File: src/rtl/program_loader_pkg.sv
// Shared loader definitions: frame sync byte and FSM state encoding.
package program_loader_pkg;

  localparam logic [7:0] LOADER_SYNC = 8'hA5;

  typedef enum logic [2:0] {
    ST_IDLE   = 3'd0,
    ST_CNT_HI = 3'd1,
    ST_CNT_LO = 3'd2,
    ST_DATA   = 3'd3,
    ST_CHECK  = 3'd4,
    ST_DONE   = 3'd5,
    ST_ERROR  = 3'd6
  } loader_state_e;

  // True when a word count cannot be addressed with addr_width bits.
  function automatic logic count_too_big(input logic [15:0] cnt, input int unsigned addr_width);
    logic [32:0] limit;
    limit = 33'd1 << addr_width;
    return ({17'd0, cnt} > limit);
  endfunction

endpackage

File: src/rtl/program_loader_assembler.sv
// Shifts accepted bytes MSB-first into an instruction word; word_rdy pulses with the 4th byte.
// Only the low OUT_WIDTH bits are kept, so the dropped top bits simply shift out.
module loader_word_assembler #(
  parameter int OUT_WIDTH = 28
) (
  input  logic                 clk,
  input  logic                 rst_n,
  input  logic                 clear,
  input  logic                 byte_vld,
  input  logic [7:0]           byte_dat,
  output logic                 word_rdy,
  output logic [OUT_WIDTH-1:0] word_dat
);

  logic [OUT_WIDTH-9:0] shift_q, shift_d;
  logic [1:0]           cnt_q, cnt_d;

  always_comb begin
    shift_d  = shift_q;
    cnt_d    = cnt_q;
    word_rdy = byte_vld && (cnt_q == 2'd3);
    word_dat = {shift_q, byte_dat};
    if (clear) begin
      shift_d = '0;
      cnt_d   = '0;
    end else if (byte_vld) begin
      shift_d = {shift_q[OUT_WIDTH-17:0], byte_dat};
      cnt_d   = cnt_q + 2'd1;
    end
  end

  always_ff @(posedge clk) begin
    if (!rst_n) begin
      shift_q <= '0;
      cnt_q   <= '0;
    end else begin
      shift_q <= shift_d;
      cnt_q   <= cnt_d;
    end
  end

endmodule

File: src/rtl/program_loader.sv
// Framed byte-stream loader for the instruction memory; holds the CPU in reset until a
// checksum-verified frame has been written. Stalls the stream for one cycle per word write.
module program_loader
  import program_loader_pkg::*;
#(
  parameter int ADDR_WIDTH  = 16,
  parameter int INSTR_WIDTH = 28
) (
  input  logic                   Clock,
  input  logic                   Reset,
  input  logic [7:0]             iByte,
  input  logic                   iByteValid,
  output logic                   oByteReady,
  output logic                   oWriteEnable,
  output logic [ADDR_WIDTH-1:0]  oWriteAddress,
  output logic [INSTR_WIDTH-1:0] oInstruction,
  output logic                   oCpuReset,
  output logic                   oLoadDone,
  output logic                   oError
);

  loader_state_e          state_q, state_d;
  logic [7:0]             cnt_hi_q, cnt_hi_d;
  logic [15:0]            cnt_q, cnt_d;
  logic [16:0]            word_idx_q, word_idx_d;
  logic [7:0]             chk_q, chk_d;
  logic                   we_q, we_d;
  logic [ADDR_WIDTH-1:0]  addr_q, addr_d;
  logic [INSTR_WIDTH-1:0] instr_q, instr_d;
  logic                   cpu_rst_q, cpu_rst_d;
  logic                   done_q, done_d;
  logic                   err_q, err_d;

  logic                   accept;
  logic                   asm_vld;
  logic                   asm_clear;
  logic                   word_rdy;
  logic [INSTR_WIDTH-1:0] word_dat;
  logic [15:0]            cnt_full;

  // The only stall is the write cycle itself.
  assign oByteReady = ~we_q;
  assign accept     = iByteValid & oByteReady;
  assign asm_vld    = accept && (state_q == ST_DATA);
  assign asm_clear  = (state_q != ST_DATA);
  assign cnt_full   = {cnt_hi_q, iByte};

  loader_word_assembler #(
    .OUT_WIDTH (INSTR_WIDTH)
  ) u_asm (
    .clk      (Clock),
    .rst_n    (Reset),
    .clear    (asm_clear),
    .byte_vld (asm_vld),
    .byte_dat (iByte),
    .word_rdy (word_rdy),
    .word_dat (word_dat)
  );

  always_comb begin
    state_d    = state_q;
    cnt_hi_d   = cnt_hi_q;
    cnt_d      = cnt_q;
    word_idx_d = word_idx_q;
    chk_d      = chk_q;
    we_d       = 1'b0;
    addr_d     = addr_q;
    instr_d    = instr_q;
    cpu_rst_d  = cpu_rst_q;
    done_d     = done_q;
    err_d      = err_q;

    if (accept) begin
      unique case (state_q)
        ST_IDLE, ST_DONE, ST_ERROR: begin
          if (iByte == LOADER_SYNC) begin
            state_d    = ST_CNT_HI;
            chk_d      = '0;
            word_idx_d = '0;
            addr_d     = '0;
            cpu_rst_d  = 1'b1;
            done_d     = 1'b0;
            err_d      = 1'b0;
          end
        end
        ST_CNT_HI: begin
          cnt_hi_d = iByte;
          chk_d    = chk_q ^ iByte;
          state_d  = ST_CNT_LO;
        end
        ST_CNT_LO: begin
          cnt_d = cnt_full;
          chk_d = chk_q ^ iByte;
          if (count_too_big(cnt_full, ADDR_WIDTH)) begin
            state_d   = ST_ERROR;
            err_d     = 1'b1;
            cpu_rst_d = 1'b1;
          end else if (cnt_full == 16'd0) begin
            state_d = ST_CHECK;
          end else begin
            state_d = ST_DATA;
          end
        end
        ST_DATA: begin
          chk_d = chk_q ^ iByte;
          if (word_rdy) begin
            we_d       = 1'b1;
            addr_d     = word_idx_q[ADDR_WIDTH-1:0];
            instr_d    = word_dat;
            word_idx_d = word_idx_q + 17'd1;
            if ((word_idx_q + 17'd1) == {1'b0, cnt_q}) state_d = ST_CHECK;
          end
        end
        ST_CHECK: begin
          if (iByte == chk_q) begin
            state_d   = ST_DONE;
            done_d    = 1'b1;
            cpu_rst_d = 1'b0;
          end else begin
            state_d   = ST_ERROR;
            err_d     = 1'b1;
            cpu_rst_d = 1'b1;
          end
        end
        default: state_d = ST_IDLE;
      endcase
    end
  end

  always_ff @(posedge Clock) begin
    if (!Reset) begin
      state_q    <= ST_IDLE;
      cnt_hi_q   <= '0;
      cnt_q      <= '0;
      word_idx_q <= '0;
      chk_q      <= '0;
      we_q       <= 1'b0;
      addr_q     <= '0;
      instr_q    <= '0;
      cpu_rst_q  <= 1'b1;
      done_q     <= 1'b0;
      err_q      <= 1'b0;
    end else begin
      state_q    <= state_d;
      cnt_hi_q   <= cnt_hi_d;
      cnt_q      <= cnt_d;
      word_idx_q <= word_idx_d;
      chk_q      <= chk_d;
      we_q       <= we_d;
      addr_q     <= addr_d;
      instr_q    <= instr_d;
      cpu_rst_q  <= cpu_rst_d;
      done_q     <= done_d;
      err_q      <= err_d;
    end
  end

  assign oWriteEnable  = we_q;
  assign oWriteAddress = addr_q;
  assign oInstruction  = instr_q;
  assign oCpuReset     = cpu_rst_q;
  assign oLoadDone     = done_q;
  assign oError        = err_q;

endmodule
File: config.mk
export PLATFORM = sky130hd
export DESIGN_NAME = program_loader
export DESIGN_NICKNAME = d
export VERILOG_FILES = /design/src/rtl/program_loader_pkg.sv /design/src/rtl/program_loader_assembler.sv /design/src/rtl/program_loader.sv
export SDC_FILE = /design/constraint.sdc
export NUM_CORES = 1
export LEC_CHECK = 0
export CAP_MARGIN = 20
export CORE_UTILIZATION = 50
export DETAILED_ROUTE_END_ITERATION = 10
export PLACE_DENSITY_LB_ADDON = 0.3
export REMOVE_ABC_BUFFERS = 1
export SLEW_MARGIN = 20
export SYNTH_ARGS = -nofsm -noshare
export SYNTH_HDL_FRONTEND = slang
export SYNTH_SLANG_ARGS = --single-unit
File: constraint.sdc
create_clock -name Clock -period 2.53 [get_ports Clock]
set_clock_uncertainty 0.05 [all_clocks]
set_input_delay 0.506 -clock Clock [delete_from_list [all_inputs] [get_ports Clock]]
set_output_delay 0.506 -clock Clock [all_outputs]
set_load 0.03 [all_outputs]
==> results.yml, run 1 <==
worst_setup_path:
  max_stage_delay_ps: 450
  start_kind: "flip-flop"
  worstSetupPathType: "flip-flop to flip-flop"
  crit_arrival_ps: 2670
  critPathMaxFanout: 8
  crit_required_ps: 2870
  reg2regPathDepth: 7
  reg2reg_slack_ps: 200
  worst-path-buf-inv: 0
  end_kind: "flip-flop"
  timing.rr.start: "word_idx_q[1]$_SDFFE_PN0P_"
  path_cells: "ha_2 -> and3_1 -> and3_1 -> xnor2_1 -> nand4_1 -> nor4_2 -> a21oi_1"
  slowest_stage: "dfxtp_1"
  reg2reg_to: "state_q[0]$_SDFFE_PN0P_"
  cp_top_family: "simple AND/OR/NAND/NOR gates"
  crit_top_cell: "and3_1"
clock_tree:
  h-tree-depth: 4
  cts_buffer_depth: 2
  clock_sinks: 122
  numCtsBuffers: 17
  cts_resized: 0
  tritoncts: "built"
  cts_setup_buffers: 0
  path_clk_slew_ps: 60
  clockRootBuffer: "clkbuf_8"
  clk_latency_ps: 520
  postCtsHoldBufs: 0
synth:
  synth_top_cell_by_area: "dfxtp_1"
  ys_seq_elements: 122
  synth_top_area_share_pct: 46.5
  synth_ff_type: "dfxtp_1"
  ys_warn_count: 0
  avgSynthCellArea_um2: 8.08
  syn_area_mm2: 0.00525
  netlist_top_cells_area: "dfxtp_1 (47%), nand2_1 (11%), a21oi_1 (9.5%)"
  synth_cell_type_count: 48
  yosysMostFrequentCell: "nand2_1"
  ys_top_cells_by_count: "nand2_1 (151), dfxtp_1 (122), a21oi_1 (100)"
  syn_inst: 650
  synth-seq-area-share_pct: 46.5
  synth_edf_count: 0
  synthArstFlopShare_pct: 0
detailed_routing:
  drc: 0
  drt-pass1-iter-count: 7
  postRouteAntennaNets: 0
  vias: 4869
  wl_um: 13400
  wl_per_cell_um: 15.5
  drtIter0Drc: 319
  viasPerCell: 5.62
worst_hold_path:
  min_to: "oInstruction[10]$_SDFFE_PN0P_"
  hold_start: "oInstruction[10]$_SDFFE_PN0P_"
  hold_path.class: "flip-flop to flip-flop"
  hold_depth: 2
sta:
  fin_ws_ps: 196
  holdWs_ps: 406
  timing.fmax_ghz: 0.429
  fin_tns_setup_ps: 0
  tightest_slew_ps: 503
  rsz0062_at_grt: "false"
  max_slew_margin_pct: 66.1
  fin_crit_sh_pct: 92.2
  setup_viol: 0
  hold_viol: 0
  drv_slew: 0
  fin_crit_ps: 2330
place:
  place_ws_ps: -194
  dp_hpwl_um: 8860
  portBuffers: 59
  place.gp.congestion: 0.876
  place_inst: 834
floorplanning:
  start_util_pct: 51.3
  chipWidth_um: 104
  rows: 37
  core_mm2: 0.0102
  die-area_mm2: 0.0109
  die_h_um: 104
  ios: 60
finish:
  drive_gt1_share_pct: 11.2
  multiInputGateArea_mm2: 0.00259
  fillerInstances: 799
  fin_cells: 866
  regArea_mm2: 0.00244
  areaGrowthSynthToFinish_pct: 28.1
  n_antenna_cell: 0
  final_nets: 730
power_and_ir_drop:
  cellPowerDensity_mw_per_mm2: 706
  p_leak_nw: 2.36
  power.total_mw: 4.75
  ir_drop_uv: 583
global_route:
  grt_max_degree: 58
  antenna_found_initial: 0
  overflow: 0
  grt_pass1_vias: 4561
  grtUsageTotal_pct: 25.2
  grt_pass1_wl_um: 22000
job:
  cap_violations: 0
run_status:
  outcome: "finished, final reports clean"
## cells in the final DEF, fill, tap and decap left out, types with 17 or more instances in the layout
cell type and count:
nand2_1 151, dfxtp_1 122, a21oi_1 100, clkdlybuf4s50_1 59
buf_4 36, nor2_1 34, o21ai_0 26, xor2_1 21
nand3_1 17, a22o_1 17
## worst min-delay path: stages (launching register included)
cell	delay (ps)
dfxtp_1	310
nand2_1	50
a21oi_1	50
## metal layers
metal / up-vias / wire length [um] / track usage (%)
met4: 0 / 133 / 8.37
met3: 16 / 714 / 6.45
met5: - / 0 / 0
met2: 174 / 6480 / 40.6
li1: 2369 / - / -
met1: 2310 / 6050 / 32.6
## area by class of cell
class	count	area share (%)
Multi-Input combinational cell	473	38.5
Sequential cell	122	36.3
Timing Repair Buffer	96	13.1
Clock buffer	21	6.68
Tap cell	136	2.53
Clock inverter	11	2.51
Inverter	7	0.391
## stage by stage
step           cell area (um^2)  util [%]
6_report                   6730      65.8
5_1_grt                    6730      65.8
4_1_cts                    6700      65.5
3_5_place_dp               6080      59.4
3_3_place_gp               6080      59.4
2_1_floorplan              5030         -
## flip-flops by register name, indices dropped and copies added (netlist names)
signal and flops:
oInstruction 28, cnt_hi_q 8, cnt_q 16, oWriteEnable 1, state_q 3, oWriteAddress 16
oLoadDone 1, oError 1, u_asm.shift_q 20, word_idx_q 17, oCpuReset 1, chk_q 8
u_asm.cnt_q 2
## worst max path at each step
stage                          startpoint                            end  slack (ps)  depth (start not counted)
2_1_floorplan                  iByteValid  oWriteAddress[0]$_SDFFE_PN0P_       -1850                          4
3_3_place_gp                     iByte[1]        state_q[0]$_SDFFE_PN0P_        -140                          7
3_5_place_dp                     iByte[1]        state_q[0]$_SDFFE_PN0P_        -190                          7
4_1_cts        word_idx_q[1]$_SDFFE_PN0P_        state_q[0]$_SDFFE_PN0P_         140                          7
5_1_grt        word_idx_q[4]$_SDFFE_PN0P_        state_q[0]$_SDFFE_PN0P_          30                          6
6_report       word_idx_q[1]$_SDFFE_PN0P_        state_q[0]$_SDFFE_PN0P_         200                          7
## power by group
group	total [mW]	internal, mW	switching, mW	leakage, nW
registers	1.97	1.94	0.0264	0.983
clock network	2.52	1.65	0.867	0.290
logic	0.264	0.102	0.162	1.08
total	4.75	3.70	1.05	2.36
## cell families after synthesis
group                    synth area share, %
AO/OA/AOI/OAI                           18.2
XOR/XNOR                                6.17
adder cells (fa/ha/maj)                0.477
buffers and inverters                   4.77
flip-flops                              46.5
AND/OR/NAND/NOR                         23.9
Power figures use the tool's default switching activity.
==> run 2: changes to the inputs <==
--- a/config.mk
+++ b/config.mk
@@ -12,2 +12,3 @@
 export REMOVE_ABC_BUFFERS = 1
+export SKIP_LAST_GASP = 1
 export SLEW_MARGIN = 20
--- a/constraint.sdc
+++ b/constraint.sdc
@@ -4,2 +4,2 @@
 set_output_delay 0.506 -clock Clock [all_outputs]
-set_load 0.03 [all_outputs]
+set_load 0.05 [all_outputs]
==> results of run 2 <==
Same layout as run 1 (identical final DEF). Status: finished, final reports clean.
==> run 3: changes to the inputs <==
- clock period: 2.53 -> 2.7 ns (I/O delays scaled with it)
==> results.yml, run 3 (synthesis results as in run 1) <==
worst_setup_path:
  crit_path_start: "word_idx_q[0]$_SDFFE_PN0P_"
  timing.rr.start: "word_idx_q[0]$_SDFFE_PN0P_"
  crit_top_cell: "and3_1"
  worstSetupPathType: "flip-flop to flip-flop"
  end_kind: "flip-flop"
  critPathMaxFanout: 8
  slowest_stage: "dfxtp_1"
  crit_required_ps: 3030
  crit_arrival_ps: 2830
  path_cells: "ha_1 -> and3_1 -> and3_1 -> xnor2_1 -> nand4_1 -> nor4_2 -> a21oi_1"
  start_kind: "flip-flop"
  max_stage_delay_ps: 470
detailed_routing:
  wl_um: 13100
  postRouteAntennaNets: 0
  drtIter0Drc: 438
  wl_per_cell_um: 15.3
  drc: 0
  drt-pass1-iter-count: 5
  vias: 4884
  viasPerCell: 5.70
job:
  cap_violations: 0
power_and_ir_drop:
  power.total_mw: 4.39
  p_leak_nw: 2.30
  cellPowerDensity_mw_per_mm2: 663
  ir_drop_uv: 468
global_route:
  grt_max_degree: 56
  antenna_found_initial: 0
  grt_pass1_wl_um: 22100
  grt_pass1_vias: 4685
  overflow: 0
  grtUsageTotal_pct: 25.3
worst_hold_path:
  hold_start: "oInstruction[9]$_SDFFE_PN0P_"
  hold_path.class: "flip-flop to flip-flop"
finish:
  postLayoutCoreUtil_pct: 64.7
  drive_gt1_share_pct: 9.57
  areaGrowthSynthToFinish_pct: 26.1
  largest_register_ffs: 28
  n_antenna_cell: 0
  layout_commonest_cell: "nand2_1"
  final_cell_mix: "nand2_1 (151), dfxtp_1 (122), a21oi_1 (100)"
  final_nets: 721
clock_tree:
  h-tree-depth: 4
  cts_buffer_depth: 2
  tritoncts: "built"
  postCtsHoldBufs: 0
  clock_sinks: 122
  clk_latency_ps: 520
  path_clk_slew_ps: 60
  numCtsBuffers: 17
  clockRootBuffer: "clkbuf_8"
  cts_setup_buffers: 0
  cts_resized: 0
floorplanning:
  chipWidth_um: 104
  die_h_um: 104
  die-area_mm2: 0.0109
  ios: 60
  core_mm2: 0.0102
  rows: 37
  start_util_pct: 51.3
sta:
  fin_crit_sh_pct: 92.9
  timing.fmax_ghz: 0.399
  hold_viol: 0
  drv_slew: 0
  holdWs_ps: 403
  fin_ws_ps: 192
  fin_crit_ps: 2510
  fin_tns_setup_ps: 0
  max_slew_margin_pct: 56.6
  setup_viol: 0
  tightest_slew_ps: 649
  rsz0062_at_grt: "false"
place:
  place_ws_ps: -45.6
  place.gp.congestion: 0.888
  portBuffers: 59
  dp_hpwl_um: 8840
run_status:
  outcome: "finished, final reports clean"
## run 3: cell count changes in the layout (fill, tap and decap cells not counted), sizes merged
cell,before,now
buf,37,28
clkinv,3,6
clkinvlp,4,2
clkbuf,21,20
## run 3: worst max-delay path: cells and delay by family (launching register included)
| family | cells | cell delay, ps |
|---|---|---|
| compound gates | 1 | 140 |
| xor+xnor | 1 | 150 |
| fa+ha+maj | 1 | 380 |
| flops | 1 | 470 |
| simple gates | 4 | 1170 |
## run 3: metal layers
metal	vias up	wire length, um	track usage, %
li1	2348	-	-
met2	184	6300	40.6
met3	33	808	6.95
met4	0	291	10.9
met1	2319	5680	31.8
met5	-	0	0
## run 3: stage by stage
stage	area (um^2)	instances
floorplan	5030	602
global placement	6010	825
detailed placement	6010	825
CTS	6620	857
global route	6620	857
finish	6620	857
## run 3: area by class of cell
type                    instances  area [um^2]
clock buffers                  20          435
clock inverters                12          173
fillers                       849         3610
inverters                       7         26.3
multi-input cells             473         2560
flip-flops and latches        122         2440
well taps                     136          170
repair buffers                 87          813
## run 3: power by group
part | internal (mW) | total, mW | switching, mW
Combinational | 0.0901 | 0.241 | 0.151
Clock | 1.52 | 2.30 | 0.786
Sequential | 1.82 | 1.85 | 0.0251
## run 3: final timing paths
path	to	slack, ps	cells after the start
hold / removal	oInstruction[9]$_SDFFE_PN0P_	400	2
setup / recovery	state_q[1]$_SDFFE_PN0P_	190	7
hold reg to reg	oInstruction[9]$_SDFFE_PN0P_	400	2
setup reg to reg	state_q[1]$_SDFFE_PN0P_	190	7
